**src/rtl/ascii_key_encoder.sv**
```systemverilog
// ASCII byte stream to PS/2 make/break replay.
// Buffers characters and emits timed ps2_key events.
module ascii_key_encoder #(
  parameter int FIFO_DEPTH  = 16,
  parameter int HOLD_CYCLES = 8,
  parameter int GAP_CYCLES  = 8
) (
  input  logic                          pulse,
  input  logic                          reset_n,
  input  logic [7:0]                    char_in,
  input  logic                          char_valid,
  output logic                          char_ready,
  output logic [10:0]                   ps2_key,
  output logic                          busy,
  output logic                          drop_strobe,
  output logic [$clog2(FIFO_DEPTH):0]   fifo_level
);

  localparam int AW = $clog2(FIFO_DEPTH);
  localparam int LW = AW + 1;
  localparam int MC = (HOLD_CYCLES > GAP_CYCLES)
                      ? HOLD_CYCLES : GAP_CYCLES;
  localparam int CW = $clog2(MC + 1);

  typedef enum logic [2:0] {
    IDLE,
    PRESS,
    HOLD,
    RELEASE,
    GAP
  } state_t;

  state_t          state;
  logic [CW-1:0]   cnt;
  logic [7:0]      code;
  logic            mapped;
  logic [7:0]      mem [FIFO_DEPTH];
  logic [AW-1:0]   wr_ptr;
  logic [AW-1:0]   rd_ptr;
  logic            push;
  logic            pop;
  logic            nonempty;
  logic [8:0]      head_map;

  // Bit 8 flags a valid mapping; letters fold to lowercase.
  function automatic logic [8:0] map_char(
    input logic [7:0] c
  );
    logic [7:0] k;
    logic [8:0] r;
    k = (c >= 8'h41 && c <= 8'h5A) ? (c | 8'h20) : c;
    r = 9'h000;
    case (k)
      8'h61: r = 9'h11C;
      8'h62: r = 9'h132;
      8'h63: r = 9'h121;
      8'h64: r = 9'h123;
      8'h65: r = 9'h124;
      8'h66: r = 9'h12B;
      8'h67: r = 9'h134;
      8'h68: r = 9'h133;
      8'h69: r = 9'h143;
      8'h6A: r = 9'h13B;
      8'h6B: r = 9'h142;
      8'h6C: r = 9'h14B;
      8'h6D: r = 9'h13A;
      8'h6E: r = 9'h131;
      8'h6F: r = 9'h144;
      8'h70: r = 9'h14D;
      8'h71: r = 9'h115;
      8'h72: r = 9'h12D;
      8'h73: r = 9'h11B;
      8'h74: r = 9'h12C;
      8'h75: r = 9'h13C;
      8'h76: r = 9'h12A;
      8'h77: r = 9'h11D;
      8'h78: r = 9'h122;
      8'h79: r = 9'h135;
      8'h7A: r = 9'h11A;
      8'h30: r = 9'h145;
      8'h31: r = 9'h116;
      8'h32: r = 9'h11E;
      8'h33: r = 9'h126;
      8'h34: r = 9'h125;
      8'h35: r = 9'h12E;
      8'h36: r = 9'h136;
      8'h37: r = 9'h13D;
      8'h38: r = 9'h13E;
      8'h39: r = 9'h146;
      8'h20: r = 9'h129;
      8'h27: r = 9'h152;
      8'h2A: r = 9'h17C;
      8'h2B: r = 9'h179;
      8'h2C: r = 9'h141;
      8'h2D: r = 9'h14E;
      8'h2E: r = 9'h149;
      8'h2F: r = 9'h14A;
      8'h3B: r = 9'h14C;
      8'h3D: r = 9'h155;
      8'h5C: r = 9'h15D;
      8'h5D: r = 9'h15B;
      8'h60: r = 9'h10E;
      8'h09: r = 9'h10D;
      8'h0A: r = 9'h15A;
      8'h0D: r = 9'h15A;
      8'h1B: r = 9'h176;
      8'h7F: r = 9'h166;
      default: r = 9'h000;
    endcase
    return r;
  endfunction

  assign char_ready = (fifo_level != LW'(FIFO_DEPTH));
  assign nonempty   = (fifo_level != '0);
  assign push       = char_valid && char_ready;
  assign head_map   = map_char(mem[rd_ptr]);
  assign pop        = nonempty &&
                      (state == IDLE ||
                       (state == GAP && cnt == '0));

  // Character storage; no reset needed on the data array.
  always_ff @(posedge pulse) begin
    if (push) mem[wr_ptr] <= char_in;
  end

  // FIFO pointers and occupancy.
  always_ff @(posedge pulse or negedge reset_n) begin
    if (!reset_n) begin
      wr_ptr     <= '0;
      rd_ptr     <= '0;
      fifo_level <= '0;
    end else begin
      if (push) wr_ptr <= wr_ptr + AW'(1);
      if (pop)  rd_ptr <= rd_ptr + AW'(1);
      if (push && !pop)
        fifo_level <= fifo_level + LW'(1);
      else if (pop && !push)
        fifo_level <= fifo_level - LW'(1);
    end
  end

  // Keystroke sequencer with registered outputs.
  always_ff @(posedge pulse or negedge reset_n) begin
    if (!reset_n) begin
      state       <= IDLE;
      cnt         <= '0;
      code        <= '0;
      mapped      <= 1'b0;
      ps2_key     <= '0;
      drop_strobe <= 1'b0;
      busy        <= 1'b0;
    end else begin
      drop_strobe <= 1'b0;
      busy        <= (state != IDLE) || nonempty;
      case (state)
        IDLE: ;
        PRESS: begin
          if (!mapped) begin
            state <= IDLE;
          end else begin
            ps2_key <= {~ps2_key[10], 2'b10, code};
            if (HOLD_CYCLES == 1) begin
              state <= RELEASE;
            end else begin
              state <= HOLD;
              cnt   <= CW'(HOLD_CYCLES - 2);
            end
          end
        end
        HOLD: begin
          if (cnt == '0) state <= RELEASE;
          else cnt <= cnt - CW'(1);
        end
        RELEASE: begin
          ps2_key <= {~ps2_key[10], 2'b00, code};
          state   <= GAP;
          cnt     <= CW'(GAP_CYCLES - 1);
        end
        GAP: begin
          if (cnt == '0) state <= IDLE;
          else cnt <= cnt - CW'(1);
        end
        default: state <= IDLE;
      endcase
      if (pop) begin
        code        <= head_map[7:0];
        mapped      <= head_map[8];
        drop_strobe <= ~head_map[8];
        state       <= PRESS;
      end
    end
  end

endmodule

```
**config.mk**
```make
export PLATFORM = sky130hd
export DESIGN_NAME = ascii_key_encoder
export DESIGN_NICKNAME = d
export VERILOG_FILES = /design/src/rtl/ascii_key_encoder.sv
export SDC_FILE = /design/constraint.sdc
export NUM_CORES = 1
export LEC_CHECK = 0
export CORE_MARGIN = 2
export CORE_UTILIZATION = 30
export DETAILED_ROUTE_END_ITERATION = 10
export MAX_ROUTING_LAYER = met4
export PLACE_DENSITY_LB_ADDON = 0.2
export SLEW_MARGIN = 0
export SYNTH_ARGS = -nofsm -noshare
export SYNTH_HDL_FRONTEND = slang
export SYNTH_SLANG_ARGS = --single-unit
```
**constraint.sdc**
```tcl
create_clock -name pulse -period 4.8 [get_ports pulse]
set_input_delay 1.44 -clock pulse [delete_from_list [all_inputs] [get_ports pulse]]
set_output_delay 1.44 -clock pulse [all_outputs]
set_load 0.02 [all_outputs]
```
Word level (Yosys, flattened, before mapping)
Memory sizes are Yosys's and may differ from the RTL's.
Index checks and enable logic that the tools add are counted.
W data, S select, Z words.
- $add $sub $neg: 5
- multipliers: 0
- divide/modulo/power cells: 0
- magnitude comparators: 2
- eq/ne operators: 10
- shift operators: 0
- mux-type cells: 17
- bitwise operators: 2
- reduce and logical (&&, ||, !) cells: 21
- operators by type and width (kind ; count):
    $pmux W11 S2 ; 1
    $pmux W3 S5 ; 1
    $pmux W4 S3 ; 1
    $mux W11 ; 1
    $mux W5 ; 2
    $mux W3 ; 3
    $mux W9 ; 1
    $add A4 B1 Y4 const B ; 2
    $ge A8 B7 Y1 const B ; 1
    $le A8 B7 Y1 const B ; 1
    $mux W4 ; 2
    $eq A3 B2 Y1 const B ; 2
    $logic_and A1 B1 Y1 ; 6
    $mux W6 ; 1
    $ne A2 B2 Y1 const B ; 3
    $reduce_and A3 Y1 ; 2
    $reduce_bool A3 Y1 ; 2
    $add A5 B1 Y5 const B ; 1
    $ne A5 B5 Y1 const B ; 1
    $reduce_bool A5 Y1 ; 1
    $sub A5 B1 Y5 const B ; 1
    $logic_not A4 Y1 ; 1
    $reduce_bool A2 Y1 ; 2
    $sub A4 B1 Y4 const B ; 1
    12 further kinds ; 17
- bits in registers: 42
- bits in latches: 0
- memory bits (writable): 128
- ROM bits: 1024
- bits of input ports: 11
- output and inout port bits: 19
- word-level logic and storage cells: 69
- memories kept: 2
- memory list (memory ; words ; bits a word ; rd ports ; clocked after Yosys merged registers in ; wr ports ; line ; RTL):
    (no name shown) ; 128 ; 8 ; 1 ; 0 ; 0 ; 53 ; case (k)
    mem ; 16 ; 8 ; 1 ; 0 ; 1 ; 37 ; logic [7:0] mem [FIFO_DEPTH];

Depth between registers and ports, before layout
Gate-level depths: netlist of run 1.
An unclocked memory read counts as a cell.
- word-level depth: 8
- mapped depth: 16
- gate-level depth less buffers: 14

Worst setup path after synthesis of run 1
No wires, ideal clock.
- path type: reg2reg
- start point: register rd_ptr[0]
- end point: register code[2]
- setup time: 0.137 ns
- arrival: 3.369 ns
- required time: 4.663 ns
- slack: 1.294 ns
- cell stages (with the launch flop): 16
- period minus slack after synthesis: 3.506 ns
- cells stage by stage: dfrtp_1 > buf_6 > buf_6 > buf_6 > mux4_2 > a22o_1 > nor2_4 > inv_1 > ha_1 > clkbuf_1 > nor2b_1 > nand4_1 > a31oi_2 > a221oi_1 > o211ai_1 > o211ai_1
- cells in the longest elaborated chain, start to end: 6
- RTL lines (item ; line ; RTL):
    start: declaration ; 39 ; logic [AW-1:0] rd_ptr;
    start signal: assignment ; 134 ; if (pop) rd_ptr <= rd_ptr + AW'(1);
    $mem_v2 Z16 W8 * ; - ;
    $ge A8 B7 Y1 or $le A8 B7 Y1 (tied branches) ; 51 ; k = (c >= 8'h41 && c <= 8'h5A) ? (c | 8'h20) : c;
    $logic_and A1 B1 Y1 ; 51 ;
    $mux W6 ; 51 ;
    $mem_v2 Z128 W8 ; - ;
    $mux W9 * ; 53 ;
    end signal: assignment ; 186 ; code <= head_map[7:0];
    end: declaration ; 35 ; logic [7:0] code;
Mark *: on every way between the ends. The rest lies on a longest branch, timed or not.
A chain may end at the register's enable or synchronous reset.

Worst setup path in the final report of run 1
- start point: register rd_ptr[0]
- end point: register code[1]
The elaborated chain is that of the path after synthesis.

==> flow_metrics.tcl, run 1 <==
set metrics [dict create \
    status "finished, final reports clean" \
    cts_made_buffers 17 \
    viasPerCell 5.278 \
    vias 5046 \
    final_common_cell "edfxtp_1" \
    critical_path_required_ns 5.11 \
    setup_tns_ns 0 \
    yosys_warnings 0 \
    die_w_microns 167.0 \
    reg2reg_depth 10 \
    cts_tree "done" \
    rr_endpoint "code[1]" \
    critical-path-top-delay-family "multiplexers" \
    die_area_sq_um 27890 \
    gp_congestion 0.8949 \
    hold_viol 0 \
    crit_fanout 19 \
    synth_area_leaders "edfxtp_1, dfrtp_1, mux4_2, ha_1, nand2_1" \
    port_buffers 27 \
    grt_pass1_wl_microns 30520 \
    cts_root_buffer "clkbuf_16" \
    rsz0062_at_grt "no" \
    final_cell_mix "edfxtp_1, nand2_1, nor2_1, dfrtp_1, mux4_2" \
    start_util_pct 30.59 \
    critPathCaptureType "register" \
    synthCells 571 \
    cts_buffer_depth 2 \
    crit_chain "mux4_1 > mux4_2 > inv_1 > ha_1 > nor2b_1 > nand4_1 > a31o_4 > o21ai_2 > a311o_1 > a32o_1" \
    overflow 0 \
    yosysUniqueCellTypes 72 \
    ys_ff_latch 167 \
    hold_class "register to register" \
    worst_pin_slew_ns 0.9469 \
    grt_pass1_vias 5123 \
    async_flop_share_pct 23.35 \
    path_class "register to register" \
    clkTransAtPathRegs_ns 0.07 \
    firstDrtPassIters 5 \
    cts_resized 0 \
    seq_area_frac_synth_pct 60.46 \
    r2r_slack_ns 0.76 \
    cp_slowest_cell "dfrtp_2" \
    reg2reg_from "rd_ptr[0]" \
    die-height_microns 167.0 \
    max-cap-violations 0 \
    ant_nets 0 \
    gr-usage-all-layers_pct 14.94 \
    ctsHoldBuffers 0 \
    multiInputGateArea_sq_um 2902 \
    drive_gt1_share_pct 18.20 \
    postRouteWirelength_microns 19740 \
    synth_area_leader_cell "edfxtp_1" \
    period_share_pct 84.16 \
    avgSynthCellArea_sq_um 13.96 \
    drtIter0Drc 353 \
    nets 637 \
    cp.depth 10 \
    start_kind "register" \
    wl_per_cell_microns 20.65 \
    cts.sink_count 167 \
    core_area_sq_um 26060 \
    finalCriticalPeriod_ns 4.040 \
    postCtsSetupBuffers 0 \
    grt_antenna_before_repair 0 \
    drcViolationCount 0 \
    hpwl_microns 13590 \
    cp.arrival_ns 4.35 \
    synth_edf_count 128 \
    max_freq_mhz 247.5 \
    max_stage_delay_ns 0.75 \
    startpoint "rd_ptr[0]" \
    worst-path-buf-inv 1 \
    synth_top_area_share_pct 48.22 \
    synth_ff_type "edfxtp_1" \
    clock_latency_ns 0.43 \
    grt_max_degree 40 \
    setup_viol_count_final 0 \
    nFillCells 2489 \
    n_antenna_cell 0 \
    regArea_sq_um 4821 \
    synth_area_sq_um 7971 \
    slew_viol_final 0 \
    htree_levels 4 \
    rows 59 \
    fin_worst_skew_ns 0.01502 \
    ios 30 \
    cp-endpoint "code[1]" \
    syn2layout_area_growth_pct 16.18 \
    slew_headroom_pct 36.64 \
]
## synthesized netlist by cell type (3+ instances only)
cell type / number
edfxtp_1: 128
nand2_1: 52
nor2_1: 41
dfrtp_1: 39
mux4_2: 27
a21oi_1: 23
ha_1: 17
o21ai_0: 17
clkbuf_1: 13
mux2_2: 12
nor3_1: 12
buf_2: 11
inv_1: 11
xnor2_1: 11
a211oi_1: 8
a31oi_1: 6
and2_1: 6
mux2i_1: 6
nand2b_1: 6
nand3_1: 6
a221oi_1: 5
a22oi_1: 5
buf_4: 5
buf_6: 5
nand4_1: 5
nor2b_1: 5
o211ai_1: 5
o221ai_1: 5
o22ai_1: 5
xor2_1: 5
a21o_1: 4
a22o_1: 4
mux4_1: 4
o21ai_1: 4
mux2_1: 3
o32ai_1: 3
## metrics by stage
stage                     utilization (%)  instance area [sq um]  cells  setup WS (ns)  hold slack (ns)
after global placement              33.20                   8651    924         0.8223           0.4582
after CTS                           35.54                   9261    956         0.7644           0.4812
after floorplan                         -                   7975    572          1.294           0.4500
after global routing                35.54                   9261    956         0.5716           0.4958
after detailed placement            33.20                   8651    924         0.7953           0.4692
final                               35.54                   9261    956         0.7603           0.4725
## layout make-up
type,count,area share (%)
Sequential cell,167,52.05
Multi-Input combinational cell,356,31.33
Timing Repair Buffer,53,4.972
Clock buffer,17,4.593
Tap cell,335,4.526
Clock inverter,15,1.999
Inverter,13,0.5269
## registers in the layout, indices dropped and copies added (netlist names)
name,cells
mapped,1
fifo_level,5
cnt,4
ps2_key,9
wr_ptr,4
state,3
rd_ptr,4
busy,1
mem,128
drop_strobe,1
code,7
## logic make-up after synthesis
logic type,after synthesis,synth area share (%)
adder cells (fa/ha/maj),18,2.919
flip-flops,167,60.46
other,1,0.04704
XOR/XNOR,16,1.758
AND/OR/NAND/NOR,145,8.382
multiplexers,52,11.82
buffers and inverters,49,3.186
AO/OA/AOI/OAI,123,11.43
## worst min-delay path by stage
stage / start / to / slack [ns] / depth (start not counted)
global placement: ps2_key[10] / ps2_key[10] / 0.46 / 1
detailed placement: ps2_key[10] / ps2_key[10] / 0.47 / 1
finish: ps2_key[10] / ps2_key[10] / 0.47 / 1
global route: ps2_key[10] / ps2_key[10] / 0.50 / 1
CTS: ps2_key[10] / ps2_key[10] / 0.48 / 1
floorplan: code[4] / code[4] / 0.45 / 2
## routing by layer
layer / global-route usage [%] / part of all wire [%] / up-vias
li1: - / - / 2300
met1: 18.89 / 44 / 2526
met2: 23.15 / 48 / 179
met3: 2.804 / 4.4 / 41
met4: 7.271 / 3.5 / 0
met5: - / 0 / -
Power of run 1 is not shown: default switching activity piles up to over one toggle a cycle in this logic, so the estimate is an artifact.
==> run 2, diff against run 1 <==
==> constraint.sdc (replaced) <==
create_clock -name pulse -period 3.5 [get_ports pulse]
set_input_delay 1.05 -clock pulse [delete_from_list [all_inputs] [get_ports pulse]]
set_output_delay 1.05 -clock pulse [all_outputs]
set_load 0.02 [all_outputs]
==> run 2 against run 1 <==
Effect of this change: critical path depth increased by 2; wire length decreased by 2.7%; worst hold slack got worse by 0.0062 ns; via count increased by 1.5%.
==> flow_metrics.tcl, run 2 (synthesis results as in run 1) <==
set metrics [dict create \
    final_area_sq_um 9498 \
    cts.sink_count 167 \
    max_flop_register "mem" \
    start_util_pct 30.59 \
    rows 59 \
    clkTransAtPathRegs_ns 0.07 \
    n_antenna_cell 0 \
    nets 666 \
    ios 30 \
    cts_tree "done" \
    regArea_sq_um 4821 \
    period_share_pct 94.47 \
    reg_top3 "mem (128), ps2_key (9), code (7)" \
    max_freq_mhz 302.4 \
    htree_levels 4 \
    slew_headroom_pct 37.94 \
    hold_class "register to register" \
    worst_pin_slew_ns 0.9309 \
    final_common_cell "edfxtp_1" \
    wl_per_cell_microns 19.50 \
    grt_max_degree 40 \
    gp_congestion 0.9213 \
    hpwl_microns 13440 \
    grt_pass1_vias 5164 \
    setup_viol_count_final 0 \
    die-height_microns 167.0 \
    largest_reg_flops 128 \
    multiInputGateArea_sq_um 2917 \
    start_kind "register" \
    cts_root_buffer "clkbuf_16" \
    drive_gt1_share_pct 22.15 \
    ant_nets 0 \
    nFillCells 2467 \
    setup_ws_ns 0.1936 \
    crit_fanout 7 \
    port_buffers 27 \
    gr-usage-all-layers_pct 14.65 \
    vias 5120 \
    die_w_microns 167.0 \
    viasPerCell 5.198 \
    drcViolationCount 0 \
    clock_latency_ns 0.43 \
    overflow 0 \
    fin_worst_skew_ns 0.01355 \
    critPathCaptureType "register" \
    slew_viol_final 0 \
    die_area_sq_um 27890 \
    path_class "register to register" \
    drtIter0Drc 386 \
    ctsHoldBuffers 0 \
    hold_viol 0 \
    finalCriticalPeriod_ns 3.306 \
    max-cap-violations 0 \
    final_cell_mix "edfxtp_1, buf_4, nand2_1, nor2_1, dfrtp_1" \
    cts_made_buffers 17 \
    grt_antenna_before_repair 0 \
    postPlaceCellArea_sq_um 8865 \
    grt_pass1_wl_microns 30360 \
    status "finished, final reports clean" \
    syn2layout_area_growth_pct 19.15 \
    cts_buffer_depth 2 \
    firstDrtPassIters 6 \
    postRouteWirelength_microns 19210 \
    rsz0062_at_grt "no" \
    cp.arrival_ns 3.60 \
    place_ws_ns -0.02563 \
    core_area_sq_um 26060 \
    critical_path_required_ns 3.80 \
]
run 2: path summary, 6_finish.rpt:
kind | start | to | slack (ns) | cells after the start
max | rd_ptr[0] | code[5] | 0.19 | 12
min | ps2_key[10] | ps2_key[10] | 0.47 | 1
max reg2reg | rd_ptr[0] | code[5] | 0.19 | 12
min reg2reg | ps2_key[10] | ps2_key[10] | 0.47 | 1
max in group asynchronous | reset_n | rd_ptr[0] | 2.09 | 1
min in group asynchronous | reset_n | wr_ptr[1] | 0.76 | 1
run 2: layout make-up:
type / count / area share (%)
clock buffers: 17 / 4.479
clock inverters: 15 / 1.726
inverters: 13 / 0.5138
multi-input cells: 356 / 30.71
flip-flops and latches: 167 / 50.76
well taps: 335 / 4.413
repair buffers: 82 / 7.403
run 2: what timing repair did:
action / 4_1_cts / 5_1_grt
endpoints found under the setup margin: 1 / 7
pin swaps: 0 / 2
gates resized for setup: 1 / 2
setup buffers: 0 / 5
endpoints found under the hold margin: 0 / 0
run 2: critical path: stages, from the launching register on:
cell	delay, ns
dfrtp_2	0.47
buf_4	0.15
mux4_2	0.49
mux4_2	0.53
inv_2	0.14
ha_1	0.21
nor2b_1	0.16
nand4_1	0.30
buf_4	0.26
nand2_1	0.06
a31oi_1	0.12
a22oi_1	0.19
o31ai_1	0.10
run 2: per-layer routing:
| layer | up-vias | track usage, % | routed length (microns) |
|---|---|---|---|
| met5 | - | - | 0 |
| met4 | 0 | 5.547 | 579 |
| met3 | 44 | 2.424 | 737 |
| met2 | 149 | 23.31 | 9381 |
| met1 | 2581 | 18.86 | 8512 |
| li1 | 2346 | - | - |
run 2: per-stage QoR:
step	instances	TNS [ns]	hold slack [ns]	util [%]
finish	985	0	0.4663	36.45
global route	985	0	0.4923	36.45
CTS	980	0	0.4726	36.28
detailed placement	948	-0.02563	0.4585	34.02
global placement	948	-0.03597	0.4584	34.02
floorplan	572	0	0.4500	-
Power of run 2 is left out for the same reason.
